### src/rtl/serial_word_receiver.sv
// Framed serial receiver (start=1, WIDTH bits MSB first, stop=0) with a one-word valid/ready output.
// outValid rises 1 clk after a good stop sample; a completed word is dropped (overrun) while outValid & !outReady.
module serial_word_receiver #(
  parameter int WIDTH = 8
) (
  input  logic             clk,
  input  logic             clr,
  input  logic             serialInput,
  input  logic             bitEnable,
  output logic [WIDTH-1:0] parallelOutput,
  output logic             outValid,
  input  logic             outReady,
  output logic             busy,
  output logic             frameError,
  output logic             overrun
);

  localparam int CW = $clog2(WIDTH + 1);

  typedef enum logic [1:0] {
    IDLE = 2'd0,
    DATA = 2'd1,
    STOP = 2'd2
  } state_t;

  state_t             state_q, state_d;
  logic [CW-1:0]      cnt_q, cnt_d;
  logic [WIDTH-1:0]   shift_q, shift_d;
  logic [WIDTH-1:0]   data_q, data_d;
  logic               vld_q, vld_d;
  logic               ferr_q, ferr_d;
  logic               ovr_q, ovr_d;

  always_ff @(posedge clk) begin
    if (clr) begin
      state_q <= IDLE;
      cnt_q   <= '0;
      shift_q <= '0;
      data_q  <= '0;
      vld_q   <= 1'b0;
      ferr_q  <= 1'b0;
      ovr_q   <= 1'b0;
    end else begin
      state_q <= state_d;
      cnt_q   <= cnt_d;
      shift_q <= shift_d;
      data_q  <= data_d;
      vld_q   <= vld_d;
      ferr_q  <= ferr_d;
      ovr_q   <= ovr_d;
    end
  end

  always_comb begin
    state_d = state_q;
    cnt_d   = cnt_q;
    shift_d = shift_q;
    data_d  = data_q;
    vld_d   = vld_q;
    ferr_d  = 1'b0;
    ovr_d   = ovr_q;

    // A transfer empties the output unless a new word is loaded below.
    if (vld_q && outReady) begin
      vld_d = 1'b0;
    end

    if (bitEnable) begin
      unique case (state_q)
        IDLE: begin
          if (serialInput) begin
            state_d = DATA;
            cnt_d   = '0;
            shift_d = '0;
          end
        end
        DATA: begin
          shift_d = {shift_q[WIDTH-2:0], serialInput};
          cnt_d   = cnt_q + CW'(1);
          if (cnt_q == CW'(WIDTH - 1)) begin
            state_d = STOP;
          end
        end
        STOP: begin
          state_d = IDLE;
          if (!serialInput) begin
            if (!vld_q || outReady) begin
              data_d = shift_q;
              vld_d  = 1'b1;
            end else begin
              ovr_d = 1'b1;
            end
          end else begin
            ferr_d = 1'b1;
          end
        end
        default: state_d = IDLE;
      endcase
    end
  end

  assign parallelOutput = data_q;
  assign outValid       = vld_q;
  assign busy           = (state_q != IDLE);
  assign frameError     = ferr_q;
  assign overrun        = ovr_q;

endmodule

### config.mk
export PLATFORM = sky130hd
export DESIGN_NAME = serial_word_receiver
export DESIGN_NICKNAME = d
export VERILOG_FILES = /design/src/rtl/serial_word_receiver.sv
export SDC_FILE = /design/constraint.sdc
export NUM_CORES = 1
export LEC_CHECK = 0
export CORE_MARGIN = 4
export CORE_UTILIZATION = 40
export DETAILED_ROUTE_END_ITERATION = 6
export GPL_ROUTABILITY_DRIVEN = 0
export REMOVE_ABC_BUFFERS = 1
export SLEW_MARGIN = 20
export SYNTH_ARGS = -nofsm -noshare
export SYNTH_HDL_FRONTEND = slang
export SYNTH_SLANG_ARGS = --single-unit
### constraint.sdc
create_clock -name clk -period 2.4 [get_ports clk]
set_input_delay 0.36 -clock clk [delete_from_list [all_inputs] [get_ports clk]]
set_output_delay 0.36 -clock clk [all_outputs]
set_load 0.005 [all_outputs]
; ---- Word-level counts from Yosys, hierarchy flattened
; Cells that the tools add are included.
[word_totals]
mem_count = 0
regBits = 25
ram_bits = 0
latchBits = 0
romBits = 0
[op_classes]
order_cmp = 0
multipliers = 0
eq_ne = 5
mux = 13
n_shift = 0
n_div = 0
n_reduce_logical = 11
n_bitwise = 4
addsub = 1
[op_table]
columns = op, n
row1 = $pmux W8 S2, 1
row2 = $mux W8, 1
row3 = $pmux W4 S2, 1
row4 = $reduce_and A4 Y1, 2
row5 = $mux W1, 6
row6 = $reduce_and A3 Y1, 2
row7 = $add A4 B1 Y4 const B, 1
row8 = $eq A4 B3 Y1 const B, 1
row9 = $mux W2, 2
row10 = $mux W4, 1
row11 = $ne A2 B2 Y1 const B, 2
row12 = $not A1 Y1, 4
row13 = $pmux W2 S2, 1
row14 = $reduce_bool A2 Y1, 2
row15 = $reduce_or A3 Y1, 1
row16 = $eq A2 B1 Y1 const B, 1
row17 = $eq A2 B2 Y1 const B, 1
row18 = $logic_not A2 Y1, 1
row19 = $logic_and A1 B1 Y1, 1
row20 = $logic_not A1 Y1, 1
row21 = $logic_or A1 B1 Y1, 1

; ---- Longest topological paths before layout
[logic_depth]
word_depth = 6
mapped_depth = 5
mapped_depth_nobuf = 3

; ---- Least setup slack after synthesis
; No wires, ideal clock.
[synth_path]
path_kind = register to register
start = register state_q[0]
end = register cnt_q[2]
arrival_ns = 1.143
required_ns = 2.326
stages_incl_launch_ff = 5
setup_ns = 0.074
period_less_slack_ns = 1.217
path_slack_ns = 1.183
path_cell_list = dfxtp_1 -> buf_2 -> inv_1 -> or4b_1 -> a31oi_1
[synth_between]
elab_chain_len = 3
word_cells_on_any_way = 6
classes_between = eq/ne: 2 / mux: 1 / reduce/logical: 3
[synth_rtl]
columns = element, line_no
row1 = from (decl), 26  ; state_t state_q, state_d;
row2 = from (signal assigned), 44  ; state_q <= state_d;
row3 = $eq A2 B1 Y1 or $logic_not A2 Y1 (tied branches), 69  ; unique case (state_q)
row4 = $reduce_bool A2 Y1 (no line) or $ne A2 B2 Y1 (tied branches), --
row5 = $reduce_and A3 Y1 (no line), --
row6 = to (signal assigned), 45  ; cnt_q <= cnt_d;
row7 = to (decl), 27  ; logic [CW-1:0] cnt_q, cnt_d;
; Parallel ways exist; a longest one is shown, timed or not.
; A chain may end at the register's enable or synchronous reset.

; ---- Final worst setup path
[layout_path]
start = register state_q[0]
end = output port busy
[layout_between]
elab_chain_len = 1
[layout_rtl]
columns = element, line_no
row1 = $reduce_bool A2 Y1, 104  ; assign busy = (state_q != IDLE);
row2 = to (decl), 13  ; output logic busy,
; Every way passes these cells.

==> results.cfg <==
[status]
outcome = finished, final reports clean

[detailed_routing]
postRouteAntennaNets = 0
drc = 0
wl_per_cell_um = 12.59
routed_wl_um = 2027
routed-via-count = 875
viasPerCell = 5.435
firstDrtPassIters = 4
dr.first_iter.drc_count = 14

[setup_path]
crit_start = state_q[0]
critPathKind = register to output pin
cpPeakStageDelay_ns = 0.50
crit_buf_inv = 1
cp_data_required_time_ns = 2.04
cp_slowest_cell = clkdlybuf4s50_1
start_kind = register
cp-end-kind = output pin
cp_cell_sequence = or2_1, clkdlybuf4s50_1
cp_max_fo = 9
critPathTopFamily = buffers and inverters
crit_arrival_ns = 1.48
r2r-start = state_q[0]

[pwr]
p_leak_nw = 0.3855
p_total_mw = 0.6609
ir_drop_uv = 259.1
power_density_mw_per_mm2 = 545.1

[clock_network]
cts.sinks = 25
cts_setup_buffers = 0
cts_tree = done
cts-root-buf = clkbuf_4
cts_max_level = 1
ctsHoldBuffers = 0
cts_inserted_buffers = 3
clock_latency_ns = 0.32
cts.clk_slew.worst_paths_ns = 0.14
max-clock-path-buffers = 2
postCtsResizedCells = 0

[yosys]
ys_seq_area_share_pct = 49.02
ys_types = 26
synthSimpleGateAreaFrac_pct = 20.83
ys_warn_count = 0
synth-seq-cells = 25
synth.cell_area_mm2 = 0.001021
syn_area_per_cell_um2 = 8.508
synth_top_family_by_area = compound AO/OA/AOI/OAI gates
synth-adder-area-share_pct = 1.225
synth_xor_area_share_pct = 0
muxShareOfSynthArea_pct = 0
synth_compound_area_share_pct = 24.14
synthCells = 120

[floorplan]
die_y_um = 58.52
ios = 17
start_util_pct = 41.59
die_w_um = 58.52
coreArea_mm2 = 0.002455
num_rows = 18
die_area_mm2 = 0.003425

[cells_and_area]
num-fill-cells = 242
antennaDiodeCount = 0
layout_common_cells = dfxtp_1 (25), a21oi_1 (21), o21ai_0 (20)
nets = 138
syn_to_final_growth_pct = 18.75
final_common_cell = dfxtp_1
fin_util_pct = 49.39
instances_no_fill = 161
drive_gt1_share_pct = 6.107

[timing]
post-route-min-period_ns = 1.845
fmax_ghz = 0.5421
slew_headroom_pct = 63.22
skew_ns = 0.004761
hold_viol_final = 0
grt_setup_unrepaired = false
fin_crit_sh_pct = 76.86
fin_setup_tns_ns = 0
tightest_slew_ns = 0.5497
hold_ws_ns = 0.4828
setup-violations-final = 0
report.final.slew_viol_count = 0

[global_route]
gr-total-overflow = 0
grt_pass1_wl_um = 3387
grt_pass1_vias = 767
antenna_found_initial = 0
grt_usage_pct = 12.57
grt_max_degree = 26

[place]
io_buffers = 16
dp.cells = 157
hpwl_um = 1384

[worst_hold_path]
min-delay-start = parallelOutput[0]
hp-class = register to register

[flow_run]
drv_cap = 0
## routing by layer
metal,up-vias,share of wire [%],track usage [%]
li1,453,-,-
met1,401,49,16.62
met2,16,45,19.94
met3,5,4.9,2.632
met4,0,1.8,4.967
met5,-,0,0
## kinds of logic after synthesis
logic type / count (synthesis)
AO/OA/AOI/OAI: 46
buffers and inverters: 12
flip-flops: 25
adder cells (fa/ha/maj): 1
AND/OR/NAND/NOR: 36
## state kept, by name (all words and copies together), names as in the netlist
name and flops:
shift_q 8, frameError 1, state_q 2, cnt_q 4, overrun 1, outValid 1
parallelOutput 8
## stage by stage
stage,cell area (um2),setup WS [ns]
floorplan,979.7,1.182
global placement,1185,0.5751
detailed placement,1185,0.5195
CTS,1212,0.5617
global route,1212,0.4657
finish,1212,0.5553
## final cells by class
type,count,area (um2),share of cell area [%]
multi-input combinational,83,471.7,38.91
sequential,25,500.5,41.28
clock inverter,1,5.005,0.4128
tap,30,37.54,3.096
clock buffer,3,22.52,1.858
timing repair buffer,17,167.7,13.83
inverter,2,7.507,0.6192
## where the power goes
group | total (mW) | internal, mW | leakage (nW) | switching (mW)
clock network | 0.192 | 0.0626 | 0.0177 | 0.130
logic | 0.0451 | 0.0196 | 0.166 | 0.0256
registers | 0.424 | 0.419 | 0.202 | 0.00498
total | 0.661 | 0.501 | 0.386 | 0.160
## cell usage after synthesis (all sizes together)
library cell	instances	area, um2
a21oi	21	105.1
nand2b	3	26.27
and3b	1	10.01
nand3	10	50.05
o21ai	20	100.1
ha	1	12.51
buf	3	15.01
or4	1	7.510
nand3b	1	7.510
nand2	10	37.54
dfxtp	25	500.5
or4b	1	10.01
inv	2	7.510
a31oi	2	12.51
and4bb	1	12.51
a311o	1	10.01
nor4b	1	8.760
nor2	3	11.26
a41oi	1	8.760
clkbuf	7	26.28
or2	1	6.260
o22a	1	10.01
nand4bb	1	11.26
nor2b	1	6.260
and2b	1	7.510
## tightest hold or removal path: stages, from the launching register on
cell and delay, ns:
dfxtp_1 0.33, o21ai_0 0.06, a21oi_1 0.06
## worst paths after layout
kind | to | slack [ns] | depth (start not counted)
worst max-delay path | busy | 0.56 | 2
worst max register to register | cnt_q[2] | 1.04 | 3
worst min register to register | parallelOutput[0] | 0.48 | 2
worst min-delay path | parallelOutput[0] | 0.48 | 2
Power figures use the tool's default switching activity.
